<file path="src/rtl/pipe_stall_ctrl_if.sv">
// rtl/pipe_stall_ctrl_if.sv - stall request / stall vector bundle for the core's stall controller
// Purpose: groups the stage stall requests, the EX multi-cycle handshake and
//          the resulting stall vector between the pipeline and pipe_stall_ctrl.
// Ports (signals):
//   stallreq_if/id/ex/mem  per-stage stall requests (pipeline -> ctrl)
//   mc_start, mc_len       EX multi-cycle op present, and its length (pipeline -> ctrl)
//   mc_cancel              flush of the multi-cycle op (pipeline -> ctrl)
//   stall[5:0]             per-register Stop vector (ctrl -> pipeline)
//   mc_busy, mc_cnt        sequencer active, current step index (ctrl -> pipeline)
//   mc_done                EX multi-cycle result valid this cycle (ctrl -> pipeline)
// Modports: master = pipeline side, slave = stall controller.
interface pipe_stall_ctrl_if #(
  parameter int LEN_W = 6
);
  logic             stallreq_if;
  logic             stallreq_id;
  logic             stallreq_ex;
  logic             stallreq_mem;
  logic             mc_start;
  logic [LEN_W-1:0] mc_len;
  logic             mc_cancel;
  logic [5:0]       stall;
  logic             mc_busy;
  logic [LEN_W-1:0] mc_cnt;
  logic             mc_done;

  modport master (
    output stallreq_if, stallreq_id, stallreq_ex, stallreq_mem,
    output mc_start, mc_len, mc_cancel,
    input  stall, mc_busy, mc_cnt, mc_done
  );

  modport slave (
    input  stallreq_if, stallreq_id, stallreq_ex, stallreq_mem,
    input  mc_start, mc_len, mc_cancel,
    output stall, mc_busy, mc_cnt, mc_done
  );
endinterface

</file>
<file path="src/rtl/pipe_stall_ctrl.sv">
// rtl/pipe_stall_ctrl.sv - central stall controller with EX multi-cycle sequencer
// Purpose: merges IF/ID/EX/MEM stall requests into the 6-bit stall vector
//          (deepest request wins) and sequences multi-cycle EX ops, holding EX
//          for L cycles and presenting the result (mc_done) until EX/MEM takes it.
// Ports:
//   clk   clock
//   rst   synchronous, active-high reset
//   bus   pipe_stall_ctrl_if.slave: requests and mc_start/mc_len/mc_cancel in;
//         stall, mc_busy, mc_cnt, mc_done out
module pipe_stall_ctrl #(
  parameter int LEN_W = 6
) (
  input  logic                clk,
  input  logic                rst,
  pipe_stall_ctrl_if.slave    bus
);

  typedef enum logic [1:0] {
    S_IDLE = 2'd0,
    S_RUN  = 2'd1,
    S_DONE = 2'd2
  } state_t;

  state_t           state;
  logic [LEN_W-1:0] len_q;
  logic [LEN_W-1:0] cnt_q;
  logic             busy_q;

  logic [LEN_W-1:0] len_eff;
  logic             start_ok;
  logic             seq_req;
  logic [5:0]       stall_v;

  // A length of zero behaves like a single-cycle hold.
  assign len_eff  = (bus.mc_len == '0) ? LEN_W'(1) : bus.mc_len;
  assign start_ok = (state == S_IDLE) && bus.mc_start && !bus.mc_cancel;

  // The start cycle already stalls (Mealy), so L hold cycles total T..T+L-1.
  assign seq_req = !bus.mc_cancel && (start_ok || (state == S_RUN));

  always_comb begin
    stall_v = 6'b000000;
    if (bus.stallreq_mem)                stall_v = 6'b011111;
    else if (bus.stallreq_ex || seq_req) stall_v = 6'b001111;
    else if (bus.stallreq_id)            stall_v = 6'b000111;
    else if (bus.stallreq_if)            stall_v = 6'b000011;
  end

  assign bus.stall   = rst ? 6'b000000 : stall_v;
  assign bus.mc_done = !rst && !bus.mc_cancel && (state == S_DONE);
  assign bus.mc_busy = busy_q;
  assign bus.mc_cnt  = cnt_q;

  always_ff @(posedge clk) begin
    if (rst) begin
      state  <= S_IDLE;
      cnt_q  <= '0;
      len_q  <= '0;
      busy_q <= 1'b0;
    end else if (bus.mc_cancel) begin
      state  <= S_IDLE;
      cnt_q  <= '0;
      busy_q <= 1'b0;
    end else begin
      case (state)
        S_IDLE: begin
          if (start_ok) begin
            len_q  <= len_eff;
            cnt_q  <= LEN_W'(1);
            busy_q <= 1'b1;
            state  <= (len_eff > LEN_W'(1)) ? S_RUN : S_DONE;
          end
        end
        S_RUN: begin
          // Counts on even under other stalls: EX is frozen either way.
          // Leaving at L-1 lands cnt on L in DONE and can never wrap.
          cnt_q <= cnt_q + LEN_W'(1);
          if (cnt_q == len_q - LEN_W'(1)) state <= S_DONE;
        end
        S_DONE: begin
          // Only release once EX/MEM actually captures the result.
          if (!stall_v[3]) begin
            state  <= S_IDLE;
            cnt_q  <= '0;
            busy_q <= 1'b0;
          end
        end
        default: begin
          state  <= S_IDLE;
          cnt_q  <= '0;
          busy_q <= 1'b0;
        end
      endcase
    end
  end

endmodule

</file>
<file path="src/flat_wrapper.sv">
// flat-port wrapper written by rule: the top's interface ports become plain ports
module pipe_stall_ctrl_flat 
#(
  parameter int LEN_W = 6
)
  (clk, rst, bus_stallreq_if, bus_stallreq_id, bus_stallreq_ex, bus_stallreq_mem, bus_mc_start, bus_mc_len, bus_mc_cancel, bus_stall, bus_mc_busy, bus_mc_cnt, bus_mc_done);
  pipe_stall_ctrl_if #(.LEN_W(LEN_W)) bus_i ();
  input  logic clk;
  input  logic rst;
  input wire logic [$bits(bus_i.stallreq_if)-1:0] bus_stallreq_if;
  input wire logic [$bits(bus_i.stallreq_id)-1:0] bus_stallreq_id;
  input wire logic [$bits(bus_i.stallreq_ex)-1:0] bus_stallreq_ex;
  input wire logic [$bits(bus_i.stallreq_mem)-1:0] bus_stallreq_mem;
  input wire logic [$bits(bus_i.mc_start)-1:0] bus_mc_start;
  input wire logic [$bits(bus_i.mc_len)-1:0] bus_mc_len;
  input wire logic [$bits(bus_i.mc_cancel)-1:0] bus_mc_cancel;
  output wire logic [$bits(bus_i.stall)-1:0] bus_stall;
  output wire logic [$bits(bus_i.mc_busy)-1:0] bus_mc_busy;
  output wire logic [$bits(bus_i.mc_cnt)-1:0] bus_mc_cnt;
  output wire logic [$bits(bus_i.mc_done)-1:0] bus_mc_done;
  assign bus_i.stallreq_if = bus_stallreq_if;
  assign bus_i.stallreq_id = bus_stallreq_id;
  assign bus_i.stallreq_ex = bus_stallreq_ex;
  assign bus_i.stallreq_mem = bus_stallreq_mem;
  assign bus_i.mc_start = bus_mc_start;
  assign bus_i.mc_len = bus_mc_len;
  assign bus_i.mc_cancel = bus_mc_cancel;
  assign bus_stall = bus_i.stall;
  assign bus_mc_busy = bus_i.mc_busy;
  assign bus_mc_cnt = bus_i.mc_cnt;
  assign bus_mc_done = bus_i.mc_done;
  pipe_stall_ctrl #(.LEN_W(LEN_W)) u_core (.clk(clk), .rst(rst), .bus(bus_i));
endmodule
</file>
<file path="config.mk">
export PLATFORM = sky130hd
export DESIGN_NAME = pipe_stall_ctrl_flat
export DESIGN_NICKNAME = d
export VERILOG_FILES = /design/src/rtl/pipe_stall_ctrl_if.sv /design/src/rtl/pipe_stall_ctrl.sv /design/src/flat_wrapper.sv
export SDC_FILE = /design/constraint.sdc
export NUM_CORES = 1
export LEC_CHECK = 0
export BUFFER_PORTS_ARGS = -buffer_cell sky130_fd_sc_hd__buf_2
export CAP_MARGIN = 20
export CORE_ASPECT_RATIO = 0.9
export CORE_MARGIN = 1.5
export CORE_UTILIZATION = 44
export DETAILED_ROUTE_END_ITERATION = 16
export PLACE_DENSITY = 0.73
export SETUP_SLACK_MARGIN = 0.15
export SLEW_MARGIN = 20
export SYNTH_ARGS = -nofsm -noshare
export SYNTH_HDL_FRONTEND = slang
export SYNTH_SLANG_ARGS = --single-unit
</file>
<file path="constraint.sdc">
create_clock -name clk -period 1.5 [get_ports clk]
set_input_delay 0.3 -clock clk [delete_from_list [all_inputs] [get_ports clk]]
set_output_delay 0.3 -clock clk [all_outputs]
set_load 0.005 [all_outputs]
</file>
# After elaboration in Yosys (flattened, before gate mapping)
# Index checks and enable logic that the tools add are counted.
[op_classes]
n_addsub = 2
magnitude_cmp = 1
eq_ne = 6
mux = 17
bitwise = 2
reduce_logical = 16
[op_table]
columns = ["operator", "count"]
rows = [
  ["$mux 6", 7],
  ["$pmux 6 s3", 1],
  ["$mux 2", 5],
  ["$reduce_and 3->1", 3],
  ["$add 6x1->6 const B", 1],
  ["$eq 6x6->1", 1],
  ["$gt 6x1->1 const B", 1],
  ["$logic_not 6->1", 1],
  ["$pmux 2 s3", 1],
  ["$sub 6x1->6 const B", 1],
  ["$logic_and 1x1->1", 5],
  ["$ne 2x2->1 const B", 2],
  ["$pmux 1 s3", 1],
  ["$eq 2x1->1 const B", 1],
  ["$eq 2x2->1 const B", 1],
  ["$logic_not 1->1", 2],
  ["$logic_not 2->1", 1],
  ["$logic_or 1x1->1", 2],
  ["$mux 1", 2],
  ["$ne 2x1->1 const B", 1],
  ["$not 1->1", 2],
  ["$reduce_and 2->1", 1],
  ["$reduce_or 2->1", 1],
]
[word_totals]
regBits = 15
inputBits = 14
output_inout_bits = 14

# Longest topological paths before layout
# Gate-level depths: netlist of the first run.
[logic_depth]
word_depth = 10
depth_mapped = 7
mapped_depth_nobuf = 7

# Least setup slack after synthesis of the first run
# No wires, ideal clock.
[synth_timing]
kind = "register -> register"
from = "reg u_core.len_q[0]"
to = "reg u_core.state[1]"
setup_ns = 0.059
arrival_ns = 1.597
t_required_ns = 1.441
slack_ns = -0.156
path_stages_with_launch = 7
n_path_buf = 0
synth_period_minus_slack_ns = 1.656
path_cell_list = "dfxtp_1 -> inv_1 -> ha_1 -> nand2b_1 -> a311o_1 -> a2111oi_0 -> o31a_1"
[synth_between]
elab_chain_len = 4
[synth_rtl]
columns = ["item", "line", "text"]
rows = [
  ["start: declaration", "pipe_stall_ctrl.sv:25", "logic [LEN_W-1:0] len_q;"],
  ["start signal: assignment", "pipe_stall_ctrl.sv:68", "len_q <= len_eff;"],
  ["$sub 6x1->6", "pipe_stall_ctrl.sv:78", "if (cnt_q == len_q - LEN_W'(1)) state <= S_DONE;"],
  ["$eq 6x6->1", "pipe_stall_ctrl.sv:78", ""],
  ["$ne 2x2->1 (no source line)", "--", ""],
  ["$reduce_and 3->1 (no source line)", "--", ""],
  ["end signal: assignment", "pipe_stall_ctrl.sv:71", "state <= (len_eff > LEN_W'(1)) ? S_RUN : S_DONE;"],
  ["end: declaration", "pipe_stall_ctrl.sv:24", "state_t state;"],
]
# No other way between the ends.
# A chain may end at the register's enable or synchronous reset.

# Worst setup path in the final report of the first run
[layout_timing]
from = "reg u_core.len_q[0]"
to = "reg u_core.state[0]"
# The elaborated chain is that of the path after synthesis.

==> impl_metrics.py, run 1 <==
metrics = {
    "detailed_routing": {
        "vias": 990,
        "met2WireLength_mm": 1.31,
        "wl_met1_mm": 1.10,
        "drt_iter0_markers": 38,
        "vias_per_cell": 5.50,
        "top_layer": "met4",
        "wl_met3_um": 100,
        "drc": 0,
        "final_antenna_net_count": 0,
        "first_pass_iters": 4,
        "routedWlPerCell_um": 14.4,
        "drt_wl_total_mm": 2.59,
    },
    "floorplan": {
        "coreArea_mm2": 0.00191,
        "die_y_um": 45.9,
        "dieArea_mm2": 0.00233,
        "num_rows": 15,
        "die_x_um": 50.7,
        "io_pins": 28,
        "initial_core_util": 0.470,
    },
    "cells_and_area": {
        "drive_gt1_frac": 0.465,
        "final_cell_mix": "buf_2, buf_4, nand2_1, nor2_1, dfxtp_1",
        "regArea_um2": 305,
        "final_common_cell": "buf_2",
        "final_util": 0.687,
        "fillCellCount": 165,
        "num_antenna_cells": 0,
        "multiInputGateArea_um2": 634,
        "area_delta_synth_final_pct": 46.2,
        "final_net_count": 172,
        "fin_area_mm2": 0.00132,
    },
    "logic_synthesis": {
        "ys_types": 35,
        "syn_area_per_cell_um2": 8.03,
        "ys_warn_count": 0,
        "syn_area_um2": 900,
        "post-synth-top-area-cell": "dfxtp_1",
        "synth_ff_type": "dfxtp_1",
        "synth-edff-count": 0,
        "ys_ff_latch": 15,
        "synth_async_sr_flop_share": 0,
        "netlist_instances": 112,
        "synth_top_area_frac": 0.334,
        "ys_top_cells_by_area": "dfxtp_1, xor2_1, nand2_1",
        "synthesis.nets": 128,
        "synth.yosys.seq_area_share": 0.334,
    },
    "worst_setup_path": {
        "cpPeakStageDelay_ns": 0.40,
        "required_ns": 1.69,
        "slowest_stage": "a2111oi_2",
        "crit_fanout": 4,
        "cp-end-kind": "register",
        "critPathLaunch": "u_core.len_q[0]$_SDFFE_PP0P_",
        "worst_ep_arrival_time_ns": 1.85,
        "critical_path_class": "reg -> reg",
        "r2r_start": "u_core.len_q[0]$_SDFFE_PP0P_",
        "worstPathCellList": "inv_2 -> ha_4 -> nand2b_4 -> a21oi_2 -> a311o_1 -> a31oi_1 -> a2111oi_2",
        "critical_path_buf_inv_count": 1,
        "r2r_slack_ns": -0.17,
        "worstSetupStartpointType": "register",
        "critPathTopFamily": "compound AO/OA/AOI/OAI gates",
    },
    "worst_hold_path": {
        "hp-class": "in -> reg",
        "hold_path.startpoint": "bus_mc_len[1]",
    },
    "global_route": {
        "antenna_found_initial": 0,
        "grt-ovfl-total": 0,
        "grt_pass1_vias": 861,
        "grt_max_degree": 14,
        "grtUsageTotal": 0.213,
        "grt_pass1_wl_mm": 3.73,
    },
    "clocking": {
        "cts_num_sinks": 15,
        "cts_max_path_buffers": 2,
        "cts_inserted_buffers": 3,
        "tritoncts": "built",
        "cts-root-buf": "clkbuf_4",
        "clk_latency_ns": 0.30,
        "clkTransAtPathRegs_ns": 0.10,
        "ctsHoldBuffers": 0,
        "htree_levels": 1,
    },
    "place": {
        "dp_hpwl_mm": 1.73,
        "portBuffers": 26,
        "gp_congestion": 0.837,
        "place_area_mm2": 0.00117,
    },
    "sta": {
        "setup_violations": 19,
        "hold_violations": 0,
        "fin_crit_ns": 1.67,
        "finalSetupTns_ns": -1.36,
        "rsz0062_at_grt": "yes",
        "setup_ws_ns": -0.166,
        "fin_crit_sh": 1.11,
        "skew_ns": 0.00737,
        "max_clock_freq_ghz": 0.600,
        "drv_slew": 0,
    },
    "pwr": {
        "peakVddDrop_mv": 0.502,
        "p_per_area_mw_per_mm2": 699,
        "p_leak_nw": 0.587,
    },
    "outcome": {
        "violations": "negative setup slack",
        "status": "finished, violations left",
    },
    "flow_run": {
        "cap_violations": 0,
    },
}
-- worst min-delay path: cells and delay by family --
| kind | cells | cell delay [ns] |
|---|---|---|
| buf+inv | 1 | 0.10 |
| simple gates | 1 | 0.05 |
| compound gates | 1 | 0.05 |
-- cell usage after synthesis, types with 2 or more instances --
cell type and count:
nor2_1 12, a21oi_1 9, and3_1 2, nand4_1 3, xnor2_1 3, o21ai_0 3, dfxtp_1 15, nor3b_1 2
mux2i_1 2, nor3_1 5, buf_4 3, nand2_1 14, xor2_1 8, inv_1 5, nand2b_1 3, clkbuf_1 3
ha_1 2
-- through the flow --
| step | hold WS (ns) | setup WS, ns | power, mW | cells |
|---|---|---|---|---|
| 3_5_place_dp | 0.449 | -0.0817 | 0.646 | 172 |
| 6_report | 0.237 | -0.166 | 0.919 | 180 |
| 3_3_place_gp | 0.440 | -0.0349 | 0.638 | 172 |
| 2_1_floorplan | 0.377 | 0.00594 | 0.568 | 112 |
| 5_1_grt | 0.254 | -0.225 | 0.957 | 180 |
| 4_1_cts | 0.234 | -0.187 | 0.896 | 180 |
-- worst paths after layout --
| path | endpoint | depth (start not counted) |
|---|---|---|
| worst max-delay path | u_core.state[0]$_SDFFE_PP0P_ | 7 |
| worst min-delay path | u_core.len_q[1]$_SDFFE_PP0P_ | 3 |
| worst max register to register | u_core.state[0]$_SDFFE_PP0P_ | 7 |
| worst min register to register | u_core.bus.mc_busy$_SDFFE_PP0P_ | 2 |
-- metal layers --
| metal | track usage | vias up |
|---|---|---|
| met5 | 0 | - |
| met4 | 0.103 | 0 |
| met3 | 0.0329 | 12 |
| met2 | 0.384 | 34 |
| met1 | 0.252 | 472 |
| li1 | - | 472 |
-- power breakdown --
group          leakage [nW]  internal, mW  switching [mW]
registers             0.124         0.413          0.0145
clock network        0.0177        0.0994           0.144
logic                 0.446         0.119           0.130
-- cell type report --
class,instances,area share
Multi-Input combinational cell,85,0.482
Sequential cell,15,0.232
Timing Repair Buffer,46,0.226
Tap cell,25,0.0238
Clock buffer,3,0.0171
Inverter,5,0.0143
Clock inverter,1,0.00381
-- what timing repair did --
action,in CTS,in global routing
hold endpoints to repair,0,0
gates resized for setup,10,10
setup buffers,4,0
setup endpoints to repair,12,20
pin swaps,8,12
-- state kept, by name (all words and copies together) (netlist names) --
register and flops:
u_core.bus.mc_busy 1, u_core.bus.mc_cnt 6, u_core.len_q 6, u_core.state 2
-- cell families after synthesis --
family,Yosys count,synth area share
xor gates and xnor gates,11,0.107
DFF,15,0.334
adders and majority gates,2,0.0278
other,1,0.00417
buffers and inverters,12,0.0709
muxes,2,0.0223
AOI/OAI and AO/OA,22,0.166
and+or+nand+nor,47,0.268
No activity file was read; power rests on OpenSTA's default activity.
==> inputs of run 2 (changes only) <==
- ABC_AREA: unset -> 1
- CORE_UTILIZATION: 44 -> 45
- PLACE_DENSITY: 0.73 -> 0.74
==> impl_metrics.py, run 2 <==
metrics = {
    "global_route": {
        "grt_pass1_wl_mm": 3.62,
        "antenna_found_initial": 0,
        "grt_max_degree": 11,
        "grt-ovfl-total": 0,
        "grtUsageTotal": 0.205,
        "grt_pass1_vias": 872,
    },
    "logic_synthesis": {
        "yosys-top-cells-count": "nand2_1, inv_1, nor2_1",
        "yosysMostFrequentCell": "nand2_1",
        "synth_fa_ha_area_frac": 0.0264,
        "ys_types": 23,
        "muxShareOfSynthArea": 0,
        "yosys.area_share.simple": 0.369,
        "syn_area_per_cell_um2": 6.25,
        "synth_compound_area_frac": 0.150,
        "ys_top_cells_by_area": "dfxtp_1, nand2_1, inv_1",
        "synth.yosys.seq_area_share": 0.316,
        "syn_area_um2": 950,
        "synth_ff_type": "dfxtp_1",
        "ys_ff_latch": 15,
        "synth_top_area_frac": 0.316,
        "synthXorXnorAreaFrac": 0.0277,
        "ys_warn_count": 0,
        "synth_top_family_by_area": "simple AND/OR/NAND/NOR gates",
        "synthesis.nets": 168,
        "post-synth-top-area-cell": "dfxtp_1",
        "netlist_instances": 152,
        "synth-edff-count": 0,
        "synth_async_sr_flop_share": 0,
    },
    "sta": {
        "finalSetupTns_ns": -0.163,
        "drv_slew": 0,
        "fin_crit_sh": 1.06,
        "max_clock_freq_ghz": 0.632,
        "setup_ws_ns": -0.0830,
        "rsz0062_at_grt": "yes",
        "hold_violations": 0,
        "fin_crit_ns": 1.58,
        "whs_ns": 0.254,
        "skew_ns": 0.00288,
        "setup_violations": 2,
    },
    "pwr": {
        "p_per_area_mw_per_mm2": 693,
        "power_switching_uw": 290,
        "p_int_uw": 624,
        "combPwrFrac": 0.271,
        "p_seq_frac": 0.470,
        "p_leak_nw": 0.664,
        "peakVddDrop_mv": 0.460,
        "clockPowerShare": 0.259,
        "power_uw": 914,
        "p_sw_frac": 0.318,
    },
    "worst_setup_path": {
        "critical_path_class": "reg -> out",
        "worstPathCellList": "inv_4 -> a21oi_4 -> a21oi_2 -> o21ai_2 -> a21o_1 -> buf_2",
        "slowest_stage": "dfxtp_4",
        "required_ns": 1.20,
        "cp-end-kind": "primary output",
        "cpPeakStageDelay_ns": 0.37,
        "worstSetupStartpointType": "register",
        "crit_fanout": 2,
        "worst_ep_arrival_time_ns": 1.28,
    },
    "cells_and_area": {
        "final_net_count": 209,
        "area_delta_synth_final_pct": 38.9,
        "final_cell_mix": "nand2_1, buf_2, nor2_1, inv_1",
        "drive_gt1_frac": 0.339,
        "multiInputGateArea_um2": 638,
        "regArea_um2": 310,
        "num_antenna_cells": 0,
        "fillCellCount": 163,
        "final_common_cell": "nand2_1",
    },
    "place": {
        "dp_hpwl_mm": 1.71,
        "portBuffers": 26,
        "gp_congestion": 0.795,
    },
    "detailed_routing": {
        "drt_wl_total_mm": 2.37,
        "final_antenna_net_count": 0,
        "routedWlPerCell_um": 10.9,
        "drt_iter0_markers": 25,
        "first_pass_iters": 4,
        "drc": 0,
        "vias": 1085,
        "vias_per_cell": 5.00,
    },
    "floorplan": {
        "dieArea_mm2": 0.00240,
        "initial_core_util": 0.487,
        "num_rows": 15,
        "io_pins": 28,
        "die_y_um": 46.6,
        "die_x_um": 51.4,
        "coreArea_mm2": 0.00195,
    },
    "clocking": {
        "cts_num_sinks": 15,
        "cts_max_path_buffers": 2,
        "htree_levels": 1,
        "cts-root-buf": "clkbuf_4",
        "cts_inserted_buffers": 3,
        "clkTransAtPathRegs_ns": 0.09,
        "clk_latency_ns": 0.28,
        "tritoncts": "built",
    },
    "outcome": {
        "violations": "negative setup slack",
        "status": "finished, violations left",
    },
    "flow_run": {
        "cap_violations": 0,
    },
    "worst_hold_path": {
        "hp-class": "in -> reg",
    },
}
run 2: changes by cell type after synthesis, sizes merged, moves of 6 or more:
cell | before | now
nor2 | 12 | 20
nand3 | 1 | 11
o21ai | 3 | 11
inv | 5 | 23
nand2 | 14 | 41
xor2 | 8 | 2
run 2: cells by family after synthesis:
logic type / count (synthesis)
xor gates and xnor gates: 3
other: 1
adders and majority gates: 2
buffers and inverters: 25
and+or+nand+nor: 80
DFF: 15
AOI/OAI and AO/OA: 26
run 2: layout make-up:
| type | count | share of cell area |
|---|---|---|
| Multi-Input combinational cell | 112 | 0.484 |
| Clock buffer | 4 | 0.0199 |
| Tap cell | 25 | 0.0237 |
| Sequential cell | 15 | 0.235 |
| Timing Repair Buffer | 38 | 0.170 |
| Inverter | 23 | 0.0674 |
run 2: power groups by stage:
stage / combinational (mW) / clock (mW) / sequential [mW]
2_1_floorplan: 0.148 / 0 / 0.436
3_3_place_gp: 0.203 / 0 / 0.439
3_5_place_dp: 0.207 / 0 / 0.440
4_1_cts: 0.227 / 0.238 / 0.429
5_1_grt: 0.282 / 0.260 / 0.432
6_report: 0.247 / 0.236 / 0.430
run 2: repair_timing:
action | 4_1_cts | 5_1_grt
gates cloned | 0 | 0
buffers inserted | 3 | 6
endpoints found under the hold margin | 0 | 0
endpoints found under the setup margin | 9 | 17
pin swaps | 4 | 5
resized for setup | 16 | 9
hold buffers | 0 | 0
run 2: final timing paths:
path,endpoint,cells after the start,start,slack (ns)
worst max-delay path,bus_stall[0],6,u_core.state[0]$_SDFFE_PP0P_,-0.08
worst min register to register,u_core.bus.mc_busy$_SDFFE_PP0P_,2,u_core.bus.mc_busy$_SDFFE_PP0P_,0.48
worst min-delay path,u_core.len_q[0]$_SDFFE_PP0P_,2,rst,0.25
worst max register to register,u_core.bus.mc_cnt[4]$_SDFFE_PP0P_,8,u_core.state[0]$_SDFFE_PP0P_,0.06
run 2: routing by layer:
layer  vias to the layer above  GRT usage  share of wire
met1                       490      0.247           0.45
li1                        569          -              -
met5                         -          0              0
met4                         0     0.0684          0.011
met3                         4     0.0519          0.039
met2                        22      0.359           0.50
run 2: per-stage QoR:
step,setup WS (ns),instance area (um2),std cells,utilization
2_1_floorplan,0.154,957,152,-
3_3_place_gp,0.0689,1130,204,0.577
3_5_place_dp,0.0379,1130,204,0.577
4_1_cts,-0.0649,1220,211,0.624
5_1_grt,-0.154,1320,217,0.676
6_report,-0.0830,1320,217,0.676
run 2: critical path, delay by kind of cell, from the launching register on:
family          cells  cell delay [ns]
compound gates      4             0.45
flops               1             0.37
buf+inv             2             0.18
